**src/rtl/decode_pkg.sv**
```systemverilog
// Shared definitions for the instruction decode pipeline: RV32 major opcodes,
// the format encoding presented on the fmt output, and the skid buffer states.
package decode_pkg;

    // Major opcodes recognised by the decoder (instr[6:0])
    localparam logic [6:0] OPC_OP     = 7'b0110011;
    localparam logic [6:0] OPC_OP_IMM = 7'b0010011;
    localparam logic [6:0] OPC_LOAD   = 7'b0000011;
    localparam logic [6:0] OPC_JALR   = 7'b1100111;
    localparam logic [6:0] OPC_SYSTEM = 7'b1110011;
    localparam logic [6:0] OPC_STORE  = 7'b0100011;
    localparam logic [6:0] OPC_BRANCH = 7'b1100011;
    localparam logic [6:0] OPC_LUI    = 7'b0110111;
    localparam logic [6:0] OPC_AUIPC  = 7'b0010111;
    localparam logic [6:0] OPC_JAL    = 7'b1101111;

    // Instruction format as seen on the fmt output; 6 is unused
    typedef enum logic [2:0] {
        FMT_R   = 3'd0,
        FMT_I   = 3'd1,
        FMT_S   = 3'd2,
        FMT_B   = 3'd3,
        FMT_U   = 3'd4,
        FMT_J   = 3'd5,
        FMT_BAD = 3'd7
    } fmt_e;

    // Occupancy of the two-entry skid buffer
    typedef enum logic [1:0] {
        ST_EMPTY = 2'd0,
        ST_ONE   = 2'd1,
        ST_TWO   = 2'd2
    } skid_state_e;

    // Any opcode outside the table, including a low pair other than 2'b11,
    // cannot be decoded.
    function automatic fmt_e opcode_fmt(input logic [6:0] opc);
        fmt_e f;
        f = FMT_BAD;
        case (opc)
            OPC_OP:                                     f = FMT_R;
            OPC_OP_IMM, OPC_LOAD, OPC_JALR, OPC_SYSTEM: f = FMT_I;
            OPC_STORE:                                  f = FMT_S;
            OPC_BRANCH:                                 f = FMT_B;
            OPC_LUI, OPC_AUIPC:                         f = FMT_U;
            OPC_JAL:                                    f = FMT_J;
            default:                                    f = FMT_BAD;
        endcase
        return f;
    endfunction

endpackage

```
**src/rtl/imm_gen.sv**
```systemverilog
// Combinational format classifier and immediate generator. The immediate is
// assembled as a 32-bit value and then sign-extended from its bit 31 to XLEN.
module imm_gen
    import decode_pkg::*;
#(
    parameter int XLEN = 32
) (
    input  logic [31:0]     instr_i,
    output fmt_e            fmt_o,
    output logic            illegal_o,
    output logic [XLEN-1:0] imm_o
);

    logic signed [31:0] imm32;

    // Classify by opcode and splice the immediate bits for that format
    always_comb begin
        fmt_o     = opcode_fmt(instr_i[6:0]);
        illegal_o = (fmt_o == FMT_BAD);
        imm32     = '0;
        case (fmt_o)
            FMT_I:   imm32 = {{20{instr_i[31]}}, instr_i[31:20]};
            FMT_S:   imm32 = {{20{instr_i[31]}}, instr_i[31:25], instr_i[11:7]};
            FMT_B:   imm32 = {{19{instr_i[31]}}, instr_i[31], instr_i[7],
                              instr_i[30:25], instr_i[11:8], 1'b0};
            FMT_U:   imm32 = {instr_i[31:12], 12'b0};
            FMT_J:   imm32 = {{11{instr_i[31]}}, instr_i[31], instr_i[19:12],
                              instr_i[20], instr_i[30:21], 1'b0};
            default: imm32 = '0;
        endcase
        imm_o = XLEN'(imm32);
    end

endmodule

```
**src/rtl/instr_decode_pipe.sv**
```systemverilog
// Instruction decode stage with a two-entry skid buffer.
// Decode happens combinationally on the input side; the buffer holds fully
// decoded entries so the head entry drives the outputs straight from flops.
// in_ready is registered from the next buffer state, so there is no
// combinational path from out_ready to in_ready.
// Optional feature: define INSTR_DECODE_PERF_COUNT_EN to add saturating
// counters of popped entries (cnt_decoded) and popped illegal entries
// (cnt_illegal).
module instr_decode_pipe
    import decode_pkg::*;
#(
    parameter int XLEN  = 32,
    parameter int CNT_W = 32
) (
    input  logic            clk,
    input  logic            reset,
    input  logic            in_valid,
    output logic            in_ready,
    input  logic [31:0]     in_instr,
    input  logic [XLEN-1:0] in_pc,
    output logic            out_valid,
    input  logic            out_ready,
    output logic [6:0]      opcode,
    output logic [4:0]      rd,
    output logic [2:0]      funct3,
    output logic [4:0]      rs1,
    output logic [4:0]      rs2,
    output logic [6:0]      funct7,
    output logic [XLEN-1:0] imm,
    output logic [2:0]      fmt,
    output logic            illegal,
    output logic [XLEN-1:0] out_pc
`ifdef INSTR_DECODE_PERF_COUNT_EN
    ,
    output logic [CNT_W-1:0] cnt_decoded,
    output logic [CNT_W-1:0] cnt_illegal
`endif
);

    if (XLEN != 32 && XLEN != 64) begin : g_bad_xlen
        $error("instr_decode_pipe: XLEN must be 32 or 64");
    end
    if (CNT_W < 1) begin : g_bad_cnt_w
        $error("instr_decode_pipe: CNT_W must be at least 1");
    end

    // One decoded buffer entry; raw fields are recovered from instr
    typedef struct packed {
        logic [31:0]     instr;
        fmt_e            fmt;
        logic            illegal;
        logic [XLEN-1:0] imm;
        logic [XLEN-1:0] pc;
    } entry_t;

    skid_state_e     state_q, state_d;
    entry_t          head_q, head_d;
    entry_t          tail_q, tail_d;
    logic            in_ready_q;
    logic            accept;
    logic            pop;
    entry_t          new_entry;
    fmt_e            dec_fmt;
    logic            dec_illegal;
    logic [XLEN-1:0] dec_imm;

    imm_gen #(.XLEN(XLEN)) u_imm_gen (
        .instr_i   (in_instr),
        .fmt_o     (dec_fmt),
        .illegal_o (dec_illegal),
        .imm_o     (dec_imm)
    );

    // Handshakes; nothing is accepted while reset is asserted
    always_comb begin
        accept    = in_valid & in_ready_q & ~reset;
        pop       = (state_q != ST_EMPTY) & out_ready;
        new_entry = '{instr: in_instr, fmt: dec_fmt, illegal: dec_illegal,
                      imm: dec_imm, pc: in_pc};
    end

    // Buffer next-state: head is always the oldest entry, tail the younger
    always_comb begin
        state_d = state_q;
        head_d  = head_q;
        tail_d  = tail_q;
        case (state_q)
            ST_EMPTY: begin
                if (accept) begin
                    state_d = ST_ONE;
                    head_d  = new_entry;
                end
            end
            ST_ONE: begin
                if (accept && pop) begin
                    head_d = new_entry;
                end else if (accept) begin
                    state_d = ST_TWO;
                    tail_d  = new_entry;
                end else if (pop) begin
                    state_d = ST_EMPTY;
                end
            end
            ST_TWO: begin
                if (pop) begin
                    state_d = ST_ONE;
                    head_d  = tail_q;
                end
            end
            default: state_d = ST_EMPTY;
        endcase
    end

    // Buffer registers; reset clears occupancy and zeroes the visible fields
    always_ff @(posedge clk) begin
        if (reset) begin
            state_q    <= ST_EMPTY;
            in_ready_q <= 1'b1;
            head_q     <= '0;
            tail_q     <= '0;
        end else begin
            state_q    <= state_d;
            in_ready_q <= (state_d != ST_TWO);
            head_q     <= head_d;
            tail_q     <= tail_d;
        end
    end

    assign in_ready  = in_ready_q;
    assign out_valid = (state_q != ST_EMPTY);
    assign opcode    = head_q.instr[6:0];
    assign rd        = head_q.instr[11:7];
    assign funct3    = head_q.instr[14:12];
    assign rs1       = head_q.instr[19:15];
    assign rs2       = head_q.instr[24:20];
    assign funct7    = head_q.instr[31:25];
    assign imm       = head_q.imm;
    assign fmt       = head_q.fmt;
    assign illegal   = head_q.illegal;
    assign out_pc    = head_q.pc;

`ifdef INSTR_DECODE_PERF_COUNT_EN
    logic [CNT_W-1:0] cnt_dec_q, cnt_dec_d;
    logic [CNT_W-1:0] cnt_ill_q, cnt_ill_d;

    // Saturating counts of delivered and delivered-illegal entries
    always_comb begin
        cnt_dec_d = cnt_dec_q;
        cnt_ill_d = cnt_ill_q;
        if (pop && cnt_dec_q != '1) begin
            cnt_dec_d = cnt_dec_q + 1'b1;
        end
        if (pop && head_q.illegal && cnt_ill_q != '1) begin
            cnt_ill_d = cnt_ill_q + 1'b1;
        end
    end

    // Counter registers
    always_ff @(posedge clk) begin
        if (reset) begin
            cnt_dec_q <= '0;
            cnt_ill_q <= '0;
        end else begin
            cnt_dec_q <= cnt_dec_d;
            cnt_ill_q <= cnt_ill_d;
        end
    end

    assign cnt_decoded = cnt_dec_q;
    assign cnt_illegal = cnt_ill_q;
`else
    // Performance counters are not built in this configuration.
`endif

endmodule

```
**config.mk**
```make
export PLATFORM = sky130hd
export DESIGN_NAME = instr_decode_pipe
export DESIGN_NICKNAME = d
export VERILOG_FILES = /design/src/rtl/decode_pkg.sv /design/src/rtl/imm_gen.sv /design/src/rtl/instr_decode_pipe.sv
export SDC_FILE = /design/constraint.sdc
export NUM_CORES = 1
export LEC_CHECK = 0
export CAP_MARGIN = 20
export CORE_ASPECT_RATIO = 0.7
export CORE_MARGIN = 8
export CORE_UTILIZATION = 54
export CTS_BUF_LIST = sky130_fd_sc_hd__clkbuf_8
export DETAILED_ROUTE_END_ITERATION = 6
export MAX_ROUTING_LAYER = met4
export PLACE_DENSITY_LB_ADDON = 0.12
export SYNTH_ARGS = -nofsm -noshare
export SYNTH_HDL_FRONTEND = slang
export SYNTH_SLANG_ARGS = --single-unit
```
**constraint.sdc**
```tcl
create_clock -name clk -period 2.7 [get_ports clk]
set_input_delay 0.27 -clock clk [delete_from_list [all_inputs] [get_ports clk]]
set_output_delay 0.27 -clock clk [all_outputs]
set_load 0.01 [all_outputs]
```
==> results.md <==
- Max VDD drop: 0.468 mV
- Main synth FF type: dfxtp_1
- Sequential Power Share: 47.6%
- Total power draw: 6.70 mW
- Cts repair resizes: 0
- Clock buffer depth: 3
- Core Util, Final: 71.5%
- Skew-Pair Late Insertion Delay: 570 ps
- Slowest CP cell: clkdlybuf4s50_1
- Critical path class: in -> reg
- Crit path capture: tail_q[57]$_SDFFE_PP0P_
- DR DRC count: 0
- Required time worst endpoint: 3150 ps
- Core area: 0.0164 mm²
- Num rows: 39
- Largest family of logic cells by synthesized area: compound AO/OA/AOI/OAI gates
- Vias in the first global route: 7,861
- Number of port buffers: 169
- Hold-critical path depth: 3
- Leak Pwr: 4.16 nW
- Psw: 1.76 mW
- Max Freq: 426 MHz
- DIE AREA: 0.0214 mm²
- Max Slew Vio Count: 0
- Multi-input logic area: 0.00459 mm²
- Routability cong.: 0.906
- Slew headroom: 30.4%
- Worst slew pin tran: 1040 ps
- Area grow syn2layout: 29.0%
- Post-synthesis sequential area ratio: 44.6%
- Final min period: 2350 ps
- #FFs+latches synth: 203
- Crit path launch: in_instr[4]
- Asr flop ratio synth: 0%
- Synth Cell Area: 0.00912 mm²
- R2R Path Start: state_q[0]$_SDFF_PP0_
- Worst reg2reg path endpoint: tail_q[57]$_SDFFE_PP0P_
- R2R Setup Slk: 500 ps
- Root Buffer: clkbuf_8
- Vias per cell: 5.68
- IO Count: 170
- Clock group share of total power: 37.7%
- Number of flops mapped to enable cells by yosys: 0
- Register area: 0.00406 mm²
- Remaining antenna violation count: 0
- CTS clock-pin slew for the worst setup and hold paths: 60 ps
- Switching Share: 26.3%
- Synthesis warning total: 0
- Setup violations, final: 0
- Unrepaired setup endpoints after global routing: no
- Post-CTS Setup Repair Bufs: 0
- Post-synthesis simple-gate area fraction: 22.3%
- Worst Hold Class: in -> reg
- Initial Util: 55.5%
- Final Hold Fails: 0
- Die Y: 125 µm
- Internal power: 4.94 mW
- Initial antenna violation count: 3
- Power per cell area: 569 mW/mm²
- CTS tree: built
- CTS Sinks: 203
- HPWL after DPL: 17.3 mm
- Die width: 171 µm
- Combinational group share of total power: 14.7%
- Dpl cells: 1,408
- Fin cells: 1,467
- Num CTS Buffers: 31
- Fill cell count: 1,341
- Worst-path maximum fanout: 11
- Critical path's top delay family: compound AO/OA/AOI/OAI gates
- GRT Overall Usage: 23.9%
- CTS H-tree lvls: 1
- GRT overflow: 0
- Final Cycle Share: 87.0%
- Drt first-iter violations: 708
- Mux share of post-synthesis cell area: 0.110%
- Max_cap viols: 0
- Startpoint types: input port
- Cell Chain, Critical Path: clkdlybuf4s50_1 > buf_4 > and2b_4 > and2_4 > clkinv_2 > ha_1 > a41oi_2 > buf_4 > o21ai_1 > o211a_1 > o211a_1 > a221o_1
- Post-layout instance area: 0.0118 mm²
- First drt pass iteration count: 5
- Syn_nets: 1,122
- Clk_skew: 13.3 ps
- R2R cell count: 5
- Drt total wl: 25.9 mm
- Nets: 1,287
- Adder-cell area share of the yosys netlist: 0.137%
- Synth Area in XOR/XNOR: 0.0960%
- CP endpoint kind: flop
- Synthesized area per cell: 8.66 µm²
- Critical path's largest stage delay: 450 ps
- Worst path depth: 12
- Outcome: finished clean
- Share of layout cells above drive strength 1: 16.6%
- Distinct cells, synth: 64
- Crit path DAT: 2790 ps
- Compound-Gate Fraction of Synth Area: 27.5%
- Global-route wire length before repair: 41.2 mm
- Vias post-DR: 8,337
- Mean routed wirelength per cell: 17.7 µm
- Pin count of the biggest net entering global routing: 80
- Placed cell area: 0.0111 mm²
- WP buf/inv: 4
- Cell count after synthesis: 1,053
[logic make-up after synthesis]
logic type | count (synthesis)
AOI/OAI and AO/OA | 287
adders and majority gates | 1
muxes | 1
DFF | 203
and+or+nand+nor | 459
xor gates and xnor gates | 1
buffers and inverters | 101
[power by group through the flow]
stage               Sequential, mW  Combinational, mW  Clock [mW]
finish                        3.19              0.983        2.52
global route                  3.20               1.05        2.71
CTS                           3.19              0.987        2.56
detailed placement            3.25              0.983           0
global placement              3.25              0.968           0
floorplan                     3.29              0.472           0
[synth_stat cells, drive strengths merged, types with 3 or more instances]
cell type / instances / share of area [%]
nand2: 279 / 12
dfxtp: 203 / 45
nor2: 106 / 4.4
a21oi: 100 / 5.5
a311oi: 65 / 11
clkbuf: 55 / 2.3
buf: 42 / 2.9
a221o: 23 / 2.5
a22o: 19 / 1.8
nor3: 19 / 1.8
o21ai: 18 / 1.1
a211oi: 13 / 1.2
nor4: 13 / 0.89
nor3b: 12 / 1.0
o22ai: 11 / 0.75
nand3: 8 / 0.44
o32ai: 8 / 0.77
o211ai: 6 / 0.49
and2: 5 / 0.37
o21a: 5 / 0.51
a32oi: 3 / 0.29
inv: 3 / 0.12
nand2b: 3 / 0.21
nor2b: 3 / 0.21
[how the worst min path moves through the flow]
stage                            start                       to  slack, ps
2_1_floorplan             in_instr[25]  tail_q[37]$_SDFFE_PP0P_        400
3_3_place_gp   tail_q[51]$_SDFFE_PP0P_  tail_q[51]$_SDFFE_PP0P_        440
3_5_place_dp   tail_q[51]$_SDFFE_PP0P_  tail_q[51]$_SDFFE_PP0P_        440
4_1_cts                       in_pc[8]   tail_q[8]$_SDFFE_PP0P_        260
5_1_grt                      in_pc[11]  tail_q[11]$_SDFFE_PP0P_        270
6_report                      in_pc[8]   tail_q[8]$_SDFFE_PP0P_        280
[layer usage]
metal	share of wire [%]	wire (µm)	global-route usage (%)
met1	47	12300	33.1
met2	43	11200	34.9
met3	8.2	2120	5.32
met4	1.4	367	4.90
met5	0	0	-
[worst register-to-register path: stages, from the launching register on]
cell,delay [ps]
dfxtp_1,480
nand2b_1,130
or4_2,690
a21oi_1,260
o211a_1,410
a221o_1,170
[registers in the layout, indices dropped and copies added, names as in the netlist]
register,cells
fmt,3
tail_q,100
illegal,1
funct3,3
state_q,2
rd,5
funct7,7
rs2,5
rs1,5
out_pc,32
opcode,7
in_ready,1
imm,32
[cells in the final DEF (no fill, tap or decap), drive strengths merged, types with 5 or more instances in the layout]
master	n
nand2	279
dfxtp	203
clkdlybuf4s50	168
nor2	106
a21oi	100
a311oi	65
buf	60
clkbuf	34
a221o	23
inv	20
a22o	19
nor3	19
o21ai	18
nor4	13
a211oi	13
nor3b	12
o22ai	11
nand3	8
o32ai	8
o211ai	6
and2	5
o21a	5
[layout make-up]
class | instances | share of cell area, %
inverters | 4 | 0.138
well taps | 225 | 2.39
flip-flops and latches | 203 | 34.6
repair buffers | 229 | 18.7
diodes | 3 | 0.0638
multi-input cells | 749 | 39.1
clock buffers | 34 | 3.98
clock inverters | 20 | 1.16
[what timing repair did]
action                                 CTS  global route
hold buffers                             1             0
endpoints found under the hold margin    3             0
setup endpoints to repair                0             0
[stage by stage]
stage	TNS [ps]	setup slack [ps]	hold slack (ps)
2_1_floorplan	0	367	396
3_3_place_gp	-3990	-264	437
3_5_place_dp	-7260	-376	442
4_1_cts	0	227	258
5_1_grt	0	220	266
6_report	0	351	278
Power figures use the tool's default switching activity.
